File: src/rtl/ysyx_25040109_core_ctrl.sv
// Multi-cycle sequencer for the RV32 core.
// Steps fetch/decode/exec/mem/wb and halts on fault.
module ysyx_25040109_core_ctrl #(
  parameter int TMO_W = 8,
  parameter int CNT_W = 32
) (
  input  logic             clk,
  input  logic             rst_n,
  input  logic             ifu_done,
  input  logic [6:0]       opcode,
  input  logic             inst_invalid,
  input  logic             is_ebreak,
  input  logic             rf_wen_dec,
  input  logic             exu_multi,
  input  logic             exu_done,
  input  logic             lsu_done,
  output logic             ifu_req,
  output logic             inst_latch,
  output logic             exu_start,
  output logic             lsu_req,
  output logic             lsu_wen,
  output logic             rf_wen,
  output logic             pc_wen,
  output logic             halt,
  output logic [1:0]       fault_code,
  output logic [CNT_W-1:0] instret
);

  typedef enum logic [2:0] {
    S_FETCH,
    S_DECODE,
    S_EXEC,
    S_MEM,
    S_WB,
    S_STOP
  } state_e;

  localparam logic [6:0] OP_LOAD  = 7'b0000011;
  localparam logic [6:0] OP_STORE = 7'b0100011;

  localparam logic [TMO_W-1:0] TMO_MAX  = '1;
  localparam logic [TMO_W-1:0] TMO_ONE  = {{(TMO_W-1){1'b0}}, 1'b1};
  localparam logic [TMO_W-1:0] TMO_LAST = {{(TMO_W-1){1'b1}}, 1'b0};
  localparam logic [CNT_W-1:0] CNT_ONE  = {{(CNT_W-1){1'b0}}, 1'b1};

  localparam logic [1:0] F_ILL = 2'b01;
  localparam logic [1:0] F_TMO = 2'b10;
  localparam logic [1:0] F_EBK = 2'b11;

  state_e           state_q, state_d;
  logic [TMO_W-1:0] tmo_q, tmo_d;
  logic [CNT_W-1:0] instret_q, instret_d;
  logic [1:0]       fault_q, fault_d;

  logic is_mem;
  logic is_store;
  logic waiting;
  logic tmo_hit;

  assign is_store = (opcode == OP_STORE);
  assign is_mem   = (opcode == OP_LOAD) | is_store;
  // The wait that would bring the counter to its limit is the last one.
  assign tmo_hit  = (tmo_q == TMO_LAST);

  always_comb begin
    state_d   = state_q;
    tmo_d     = tmo_q;
    instret_d = instret_q;
    fault_d   = fault_q;
    waiting   = 1'b0;
    unique case (state_q)
      S_FETCH: begin
        if (ifu_done) begin
          state_d = S_DECODE;
        end else begin
          waiting = 1'b1;
          if (tmo_hit) begin
            state_d = S_STOP;
            fault_d = F_TMO;
          end
        end
      end
      S_DECODE: begin
        if (inst_invalid) begin
          state_d = S_STOP;
          fault_d = F_ILL;
        end else if (is_ebreak) begin
          state_d = S_STOP;
          fault_d = F_EBK;
        end else begin
          state_d = S_EXEC;
        end
      end
      S_EXEC: begin
        if (!exu_multi || exu_done) begin
          state_d = is_mem ? S_MEM : S_WB;
        end else begin
          waiting = 1'b1;
          if (tmo_hit) begin
            state_d = S_STOP;
            fault_d = F_TMO;
          end
        end
      end
      S_MEM: begin
        if (lsu_done) begin
          state_d = S_WB;
        end else begin
          waiting = 1'b1;
          if (tmo_hit) begin
            state_d = S_STOP;
            fault_d = F_TMO;
          end
        end
      end
      S_WB: begin
        instret_d = instret_q + CNT_ONE;
        state_d   = S_FETCH;
      end
      S_STOP: begin
        state_d = S_STOP;
      end
      default: begin
        state_d = S_FETCH;
      end
    endcase
    if (state_d != state_q) begin
      tmo_d = '0;
    end else if (waiting && (tmo_q != TMO_MAX)) begin
      tmo_d = tmo_q + TMO_ONE;
    end
  end

  always_ff @(posedge clk or negedge rst_n) begin
    if (!rst_n) begin
      state_q   <= S_FETCH;
      tmo_q     <= '0;
      instret_q <= '0;
      fault_q   <= 2'b00;
    end else begin
      state_q   <= state_d;
      tmo_q     <= tmo_d;
      instret_q <= instret_d;
      fault_q   <= fault_d;
    end
  end

  // Counter is zero only in the first cycle of EXEC.
  assign exu_start  = rst_n & (state_q == S_EXEC) & (tmo_q == '0);
  assign ifu_req    = rst_n & (state_q == S_FETCH);
  assign inst_latch = ifu_req & ifu_done;
  assign lsu_req    = rst_n & (state_q == S_MEM);
  assign lsu_wen    = lsu_req & is_store;
  assign pc_wen     = rst_n & (state_q == S_WB);
  assign rf_wen     = pc_wen & rf_wen_dec;
  assign halt       = rst_n & (state_q == S_STOP);
  assign fault_code = fault_q;
  assign instret    = instret_q;

endmodule

File: config.mk
export PLATFORM = sky130hd
export DESIGN_NAME = ysyx_25040109_core_ctrl
export DESIGN_NICKNAME = d
export VERILOG_FILES = /design/src/rtl/ysyx_25040109_core_ctrl.sv
export SDC_FILE = /design/constraint.sdc
export NUM_CORES = 1
export LEC_CHECK = 0
export ABC_AREA = 1
export BUFFER_PORTS_ARGS = -buffer_cell sky130_fd_sc_hd__buf_2
export CORE_MARGIN = 2
export CORE_UTILIZATION = 59
export DETAILED_ROUTE_END_ITERATION = 7
export HOLD_SLACK_MARGIN = 0.08
export PLACE_DENSITY = 0.88
export SYNTH_ARGS = -nofsm -noshare
export SYNTH_HDL_FRONTEND = slang
export SYNTH_SLANG_ARGS = --single-unit
File: constraint.sdc
create_clock -name clk -period 3.7 [get_ports clk]
set_input_delay 0.37 -clock clk [delete_from_list [all_inputs] [get_ports clk]]
set_output_delay 0.37 -clock clk [all_outputs]
set_load 0.1 [all_outputs]
==> results of run 1 <==
==> stage by stage <==
stage | utilization, % | std cells | total power, µW | instance area [µm²] | hold slack [ps]
2_1_floorplan | - | 376 | 1320 | 2820 | 74.4
3_3_place_gp | 67.9 | 486 | 1440 | 3160 | 453
3_5_place_dp | 67.9 | 486 | 1460 | 3160 | 458
4_1_cts | 69.7 | 493 | 1770 | 3250 | 209
5_1_grt | 69.7 | 493 | 1850 | 3250 | 253
6_report | 69.7 | 493 | 1770 | 3250 | 193
==> Yosys cell counts, types with 2 or more instances <==
cell and count:
nor2_1 48, o21ai_1 3, nand2_1 100, dfrtp_1 45
nand2_2 4, ha_1 4, nor3_4 2, nand3b_1 2
inv_1 55, nand4_1 10, inv_2 3, nand3_1 22
nor2_2 4, nor2_4 2, nand2_4 2, xor2_1 23
nor3_1 15, xnor2_1 9, a21oi_1 2, nor3b_1 2
o21ai_0 7, nand3_2 2
==> flip-flops by register name, summed over array words and instances (netlist names) <==
signal	count
tmo_q	8
instret	32
state_q	3
fault_code	2
==> layer usage <==
layer  global-route usage [%]  up-vias  part of all wire (%)
li1                         -     1293                     -
met1                     35.5     1190                    48
met2                     41.5       73                    45
met3                     4.01       17                   4.6
met4                     10.5        0                   2.4
met5                        0        -                     0
==> placed cells by master (no fill, tap or decap) <==
| master | instances |
|---|---|
| nor2_1 | 48 |
| xor2_1 | 23 |
| inv_1 | 55 |
| nor3_1 | 15 |
| inv_2 | 3 |
| nand3_4 | 1 |
| nand4_2 | 1 |
| nor2b_1 | 1 |
| nand2_1 | 100 |
| xnor2_1 | 9 |
| clkbuf_1 | 1 |
| buf_4 | 1 |
| a21oi_1 | 2 |
| ha_1 | 4 |
| nor2_2 | 4 |
| nor2_8 | 1 |
| nor3b_1 | 2 |
| nor2_4 | 2 |
| nor3_2 | 1 |
| nor3_4 | 2 |
| clkbuf_8 | 6 |
| nand3_1 | 22 |
| buf_2 | 57 |
| a211oi_1 | 1 |
| nand2_4 | 2 |
| dfrtp_1 | 45 |
| nand3b_1 | 2 |
| nand2_2 | 4 |
| or4_1 | 1 |
| o21ai_0 | 7 |
| nand3_2 | 2 |
| nor4_1 | 1 |
| o21ai_1 | 3 |
| nand4_1 | 10 |
==> worst max-delay path by stage <==
| stage | startpoint | endpoint | slack (ps) | depth (start not counted) |
|---|---|---|---|---|
| after floorplan | tmo_q[2] | exu_start | 390 | 2 |
| after global placement | tmo_q[2] | exu_start | 1850 | 3 |
| after detailed placement | tmo_q[2] | exu_start | 1840 | 3 |
| after CTS | tmo_q[2] | exu_start | 1510 | 3 |
| after global routing | tmo_q[2] | exu_start | 1390 | 3 |
| final | tmo_q[2] | exu_start | 1530 | 3 |
==> report_power, final <==
part           switching (µW)  internal, µW  total, µW  leakage [µW]
combinational             670           158        829       0.00110
sequential               84.8           547        632      0.000611
clock                     160           148        308     0.0000443
==> cell type report <==
type / instances / area share (%)
inverter: 58 / 6.70
clock buffer: 7 / 2.66
multi-input combinational: 271 / 44.9
timing repair buffer: 58 / 9.01
sequential: 45 / 34.7
tap: 54 / 2.08
==> cell families after synthesis <==
kind of cell / after synthesis / synth area share [%]
flip-flops: 45 / 40.0
buffers and inverters: 60 / 8.26
AO/OA/AOI/OAI: 13 / 2.40
XOR/XNOR: 32 / 9.95
AND/OR/NAND/NOR: 222 / 37.7
adder cells (fa/ha/maj): 4 / 1.78
==> impl_metrics.tcl, run 1 <==
set metrics [dict create \
    regToRegEndpoint "instret[24]" \
    crit_family "simple AND/OR/NAND/NOR gates" \
    grt_setup_unrepaired "no" \
    die_h_um 73.1 \
    dr.first_iter.drc_count 175 \
    grt_max_degree 46 \
    min_period_ps 2170 \
    drc 0 \
    clk_pin_slew_worst_paths_ps 70 \
    irDropWorstVdd_mv 0.441 \
    nets 459 \
    critPathMaxStageDelay_ps 520 \
    first_global_vias 2460 \
    setup_viol 0 \
    syn2layout_area_growth_pct 15.3 \
    cts_tree "done" \
    worstPathRequired_ps 3330 \
    slowest_stage "or4_1" \
    route.antenna.remaining_nets 0 \
    syn_area_per_cell_um2 7.49 \
    status "completed" \
    numCtsBuffers 5 \
    core-area_um2 4660 \
    cts_resized 0 \
    worst_hold_path_type "in -> async" \
    io_buffers 57 \
    cp.arrival_ps 1800 \
    setup_slack_ps 1530 \
    worst_slew_pin_slew_ps 575 \
    clockBufferDepth 2 \
    startpoint_type "flip-flop" \
    fp-row-count 25 \
    endpoint_kind "primary output" \
    r2r-start "state_q[0]" \
    ys_dominant_reg_cell "dfrtp_1" \
    grt_pass1_wl_um 10800 \
    synthTopCellsByArea "dfrtp_1 40%, nand2_1 13%, inv_1 7.3%" \
    die-area_um2 5340 \
    max_cap_violations 0 \
    htreeDepth 2 \
    worst-setup-path-type "reg -> out" \
    reg2reg_slack_ps 1870 \
    antenna_found_initial 0 \
    crit_chain "or4_1, nor3_1, buf_2" \
    worst-path-max-fanout 4 \
    p_leak_uw 0.00176 \
    fin_crit_sh_pct 58.7 \
    finalHoldViolations 0 \
    max_freq_mhz 460 \
    cts_setup_buffers 0 \
    synth_nets 396 \
    clkLatencyLatePin_ps 300 \
    nFillCells 369 \
    wl_um 6430 \
    seq_area_um2 1130 \
    synth_edf_count 0 \
    max_slew_margin_pct 61.7 \
    grt-ovfl-total 0 \
    ys_seq_area_share_pct 40.0 \
    yosysTopAreaCell "dfrtp_1" \
    vias 2573 \
    wl_per_cell_um 13.0 \
    final_layout_size_suffix_gt1_share_pct 19.8 \
    skew_ps 9.70 \
    slew_violations 0 \
    netlist_area_um2 2820 \
    hold_buffers 0 \
    track_usage_pct 26.0 \
    vias_per_cell 5.22 \
    n_antenna_cell 0 \
    ys_ff_latch 45 \
    ios 58 \
    ys_warn_count 0 \
    clock_sinks 45 \
    power_density_nw_per_um2 544 \
    ys_types 32 \
    r2r_cells 8 \
    place.gp.congestion 0.865 \
    cp_num_buf_inv 1 \
    multiInputGateArea_um2 1460 \
    dp_hpwl_um 5000 \
    fin_tns_setup_ps 0 \
    dr.pass1.iters 4 \
    pre_cts_slack_ps 1840 \
    async_reset_ff_share_pct 100 \
    syn_inst 376 \
    initial_core_util_pct 60.5 \
    root_buffer "clkbuf_8" \
    yosys.area.top_type_share_pct 40.0 \
    die_w_um 73.1 \
]
Note: power is estimated with default switching activity, not from simulation.
==> run 2: changes to the inputs <==
--- a/config.mk
+++ b/config.mk
@@ -5,13 +5,13 @@
 export SDC_FILE = /design/constraint.sdc
 export NUM_CORES = 1
 export LEC_CHECK = 0
-export ABC_AREA = 1
+export ABC_AREA = 0
 export BUFFER_PORTS_ARGS = -buffer_cell sky130_fd_sc_hd__buf_2
 export CORE_MARGIN = 2
-export CORE_UTILIZATION = 59
+export CORE_UTILIZATION = 49
 export DETAILED_ROUTE_END_ITERATION = 7
 export HOLD_SLACK_MARGIN = 0.08
-export PLACE_DENSITY = 0.88
+export PLACE_DENSITY = 0.79
 export SYNTH_ARGS = -nofsm -noshare
 export SYNTH_HDL_FRONTEND = slang
 export SYNTH_SLANG_ARGS = --single-unit
==> constraint.sdc (replaced) <==
create_clock -name clk -period 1.9 [get_ports clk]
set_input_delay 0.19 -clock clk [delete_from_list [all_inputs] [get_ports clk]]
set_output_delay 0.19 -clock clk [all_outputs]
set_load 0.1 [all_outputs]
==> impl_metrics.tcl, run 2 <==
set metrics [dict create \
    status "completed" \
    clockBufferDepth 2 \
    yosysMostFrequentCell "dfrtp_1" \
    min_period_ps 1860 \
    die_h_um 76.5 \
    dr.pass1.iters 5 \
    yosys.area.top_type_share_pct 43.7 \
    antenna_found_initial 0 \
    mostFrequentLayoutCell "buf_2" \
    ys_top_cells_by_count "45 x dfrtp_1, 29 x xnor2_1, 21 x nor2_1, 17 x nand2_1, 14 x and3_1" \
    core-area_um2 5110 \
    syn_area_per_cell_um2 10.6 \
    endpoint_kind "primary output" \
    wl_um 5930 \
    vias 2184 \
    skew_ps 7.14 \
    die_w_um 76.5 \
    fin_util_pct 68.0 \
    dp.cells 375 \
    mostFrequentLayoutCells "49 x buf_2, 29 x xnor2_1, 26 x dfrtp_2" \
    largest_reg_flops 32 \
    netlist_area_um2 2580 \
    numCtsBuffers 5 \
    wl_per_cell_um 15.0 \
    max_slew_margin_pct 65.1 \
    whs_ps 131 \
    max_cap_violations 0 \
    r2r_cells 7 \
    root_buffer "clkbuf_8" \
    htreeDepth 2 \
    worst_hold_path_type "in -> reg" \
    dr.first_iter.drc_count 127 \
    syn2layout_area_growth_pct 34.7 \
    grt_max_degree 37 \
    final_layout_size_suffix_gt1_share_pct 47.5 \
    vias_per_cell 5.52 \
    clk_pin_slew_worst_paths_ps 80 \
    drc 0 \
    slew_violations 0 \
    grt_pass1_wl_um 9890 \
    track_usage_pct 20.6 \
    irDropWorstVdd_mv 0.856 \
    yosysTopAreaCell "dfrtp_1" \
    clock_sinks 45 \
    syn_inst 243 \
    r2r-start "tmo_q[0]" \
    ys_dominant_reg_cell "dfrtp_1" \
    setup_slack_ps 39.1 \
    fin_crit_sh_pct 97.9 \
    io_buffers 57 \
    cp.arrival_ps 1670 \
    critPathLaunch "state_q[0]" \
    max_freq_mhz 537 \
    initial_core_util_pct 50.5 \
    async_reset_ff_share_pct 100 \
    cts_tree "done" \
    synth_nets 263 \
    synthTopCellsByArea "dfrtp_1 44%, xnor2_1 9.9%, and3_1 3.4%" \
    worst_slew_pin_slew_ps 520 \
    ys_types 55 \
    first_global_vias 2166 \
    die-area_um2 5860 \
    p_leak_uw 0.00158 \
    worst-path-max-fanout 7 \
    clkLatencyLatePin_ps 300 \
    pre_cts_slack_ps -23.9 \
    power_density_nw_per_um2 1140 \
    finalHoldViolations 0 \
    place.gp.congestion 0.893 \
    whs_path_depth 2 \
    synth_edf_count 0 \
    hp-start "inst_invalid" \
    worst-setup-path-type "reg -> out" \
    dp_hpwl_um 4160 \
    startpoint_type "flip-flop" \
    ys_warn_count 0 \
    layoutNonFillerInstCount 396 \
    route.antenna.remaining_nets 0 \
    nets 345 \
    n_antenna_cell 0 \
    ios 58 \
    worstPathRequired_ps 1710 \
    grt-ovfl-total 0 \
    fp-row-count 26 \
    ys_seq_area_share_pct 43.7 \
    setup_viol 0 \
    ys_ff_latch 45 \
]
run 2: worst paths after layout:
| path | end | slack [ps] |
|---|---|---|
| min in group asynchronous | instret[0] | 490 |
| min reg2reg | instret[31] | 470 |
| max | inst_latch | 40 |
| max in group asynchronous | instret[23] | 950 |
| min | fault_code[1] | 130 |
| max reg2reg | tmo_q[2] | 70 |
run 2: per-layer routing:
layer / global-route usage (%) / up-vias / routed length (µm)
li1: - / 1032 / -
met1: 26.2 / 1063 / 2590
met2: 34.6 / 71 / 2920
met3: 4.15 / 18 / 259
met4: 7.82 / 0 / 170
met5: 0 / - / 0
run 2: metrics by stage:
stage / setup TNS (ps) / total power, µW / instance area [µm²]
2_1_floorplan: -80.2 / 2560 / 2640
3_3_place_gp: 0 / 2970 / 3170
3_5_place_dp: -117 / 2990 / 3170
4_1_cts: -68.7 / 3770 / 3340
5_1_grt: -92.0 / 4120 / 3470
6_report: 0 / 3950 / 3470
run 2: logic make-up after synthesis:
logic type                 Yosys count  share of synthesized area (%)
adders and majority gates            4                           1.94
and+or+nand+nor                    115                           29.0
muxes                                3                           1.21
buffers and inverters               14                           3.16
DFF                                 45                           43.7
AOI/OAI and AO/OA                   24                           8.06
xor gates and xnor gates            38                           12.9
run 2: what timing repair did:
| action | CTS | global route |
|---|---|---|
| endpoints found under the setup margin | 10 | 15 |
| hold buffers | 1 | 0 |
| setup buffers | 5 | 7 |
| pin swaps | 2 | 5 |
| cloned | 0 | 0 |
| hold endpoints to repair | 45 | 0 |
| resized for setup | 5 | 18 |
run 2: cell type report:
class,count,area (µm²)
clock inverters,2,37.5
flip-flops and latches,45,1170
well taps,70,87.6
inverters,6,22.5
repair buffers,83,608
fillers,386,1640
multi-input cells,184,1460
clock buffers,6,82.6
run 2: report_power, final:
| group | total [µW] | switching (µW) | leakage, µW | internal [µW] |
|---|---|---|---|---|
| clock network | 760 | 332 | 0.0000574 | 428 |
| registers | 1200 | 126 | 0.000561 | 1080 |
| logic | 1980 | 1330 | 0.000961 | 652 |
run 2: critical path: stages, from the launching register on:
cell	delay (ps)
dfrtp_2	460
buf_4	180
nor2_1	260
and3_1	280
buf_12	190
==> run 3: changes to the inputs <==
==> constraint.sdc (replaced) <==
create_clock -name clk -period 1.5 [get_ports clk]
set_input_delay 0.15 -clock clk [delete_from_list [all_inputs] [get_ports clk]]
set_output_delay 0.15 -clock clk [all_outputs]
set_load 0.1 [all_outputs]
==> impl_metrics.tcl, run 3 (same netlist as run 2, synthesis figures left out) <==
set metrics [dict create \
    cts_tree "done" \
    cp_num_buf_inv 2 \
    mostFrequentLayoutCell "buf_4" \
    grt-ovfl-total 0 \
    syn2layout_area_growth_pct 64.5 \
    n_antenna_cell 0 \
    setup_viol 49 \
    p_seq_share_pct 28.4 \
    root_buffer "clkbuf_8" \
    route.antenna.remaining_nets 0 \
    clkPwrFrac_pct 13.4 \
    irDropWorstVdd_mv 1.53 \
    nets 398 \
    mostFrequentLayoutCells "61 x buf_4, 49 x buf_2, 25 x xnor2_1" \
    wl_um 8380 \
    p_int_uw 2910 \
    drc 0 \
    startpoint_type "flip-flop" \
    violations "setup timing" \
    dp_hpwl_um 4850 \
    grt_pass1_wl_um 12300 \
    worst-path-max-fanout 7 \
    core-area_um2 5110 \
    grt_max_degree 35 \
    worstPathRequired_ps 1350 \
    vias_per_cell 5.63 \
    fin_tns_setup_ps -10670 \
    die_h_um 76.5 \
    numCtsBuffers 5 \
    fin_util_pct 83.0 \
    max_cap_violations 0 \
    slew_violations 0 \
    die_w_um 76.5 \
    ios 58 \
    dp.cells 419 \
    critPathMaxStageDelay_ps 450 \
    max_slew_margin_pct 62.2 \
    final_layout_size_suffix_gt1_share_pct 66.8 \
    nFillCells 274 \
    track_usage_pct 26.3 \
    largest_reg_flops 32 \
    crit_chain "or3b_4, buf_6, nor3_4, buf_12" \
    clk_pin_slew_worst_paths_ps 80 \
    power_density_nw_per_um2 1300 \
    cp.arrival_ps 1720 \
    fp-row-count 26 \
    wl_per_cell_um 18.7 \
    p_comb_share_pct 58.2 \
    grt_setup_unrepaired "yes" \
    dr.pass1.iters 4 \
    clkLatencyLatePin_ps 300 \
    htreeDepth 2 \
    min_period_ps 1870 \
    layoutNonFillerInstCount 449 \
    io_buffers 57 \
    setup_slack_ps -367 \
    worst_slew_pin_slew_ps 562 \
    first_global_vias 2540 \
    worst-setup-path-type "reg -> out" \
    die-area_um2 5860 \
    crit_family "simple AND/OR/NAND/NOR gates" \
    endpoint_kind "primary output" \
    finalHoldViolations 0 \
    antenna_found_initial 0 \
    power_switching_uw 2620 \
    dr.first_iter.drc_count 162 \
    max_freq_mhz 536 \
    p_leak_uw 0.00195 \
    vias 2526 \
    clock_sinks 45 \
    slowest_stage "dfrtp_2" \
    worst_hold_path_type "in -> reg" \
    fin_crit_sh_pct 124 \
    place.gp.congestion 1.01 \
    power.share.switching_pct 47.4 \
    clockBufferDepth 2 \
    skew_ps 6.65 \
    initial_core_util_pct 50.5 \
    status "finished, violations left" \
]
run 3: path summary, 6_finish.rpt:
path / slack, ps / endpoint / cells past startpoint / from
worst max-delay path: -370 / exu_start / 4 / state_q[1]
worst min-delay path: 150 / fault_code[1] / 2 / inst_invalid
worst max register to register: -310 / tmo_q[4] / 6 / state_q[0]
worst min register to register: 480 / instret[31] / 1 / instret[31]
max in group asynchronous: 490 / instret[9] / 3 / rst_n
min in group asynchronous: 550 / instret[0] / 3 / rst_n
run 3: layout make-up:
cell class,instances,area (µm²),area share [%]
multi-input cells,185,1770,41.9
flip-flops and latches,45,1210,28.5
repair buffers,135,1060,25.0
well taps,70,87.6,2.07
clock buffers,6,72.6,1.71
inverters,6,25.0,0.590
clock inverters,2,10.0,0.236
run 3: routing by layer:
metal,track usage (%),share of wire (%),up-vias
met4,10.0,2.9,0
li1,-,-,1140
met5,0,0,-
met1,34.1,39,1257
met2,44.3,52,112
met3,4.27,6.1,17
run 3: power by group through the flow:
stage / Combinational (µW) / Sequential (µW) / Clock (µW)
finish: 3220 / 1570 / 741
global route: 3350 / 1590 / 797
CTS: 2890 / 1540 / 740
detailed placement: 2630 / 1560 / 0
global placement: 2570 / 1550 / 0
floorplan: 1220 / 2150 / 0
run 3: what timing repair did:
action,4_1_cts,5_1_grt
endpoints found under the hold margin,45,0
buffers inserted,18,6
gates resized for setup,46,36
endpoints found under the setup margin,48,51
cloned,1,0
hold buffers,1,0
pin swaps,52,26
run 3: worst reg2reg max path, stage by stage (launching register included):
cell and delay (ps):
dfrtp_2 440, buf_6 130, or3_4 380, a211oi_4 270
a211oi_4 80, o221ai_4 310, nor2_1 100
run 3: metrics by stage:
step	total power [µW]	instance area, µm²	hold slack [ps]	worst slack [ps]
after floorplan	3370	2790	-146	-409
after global placement	4120	3640	206	-240
after detailed placement	4190	3640	211	-288
after CTS	5170	4030	112	-333
after global routing	5730	4240	150	-415
final	5530	4240	154	-367
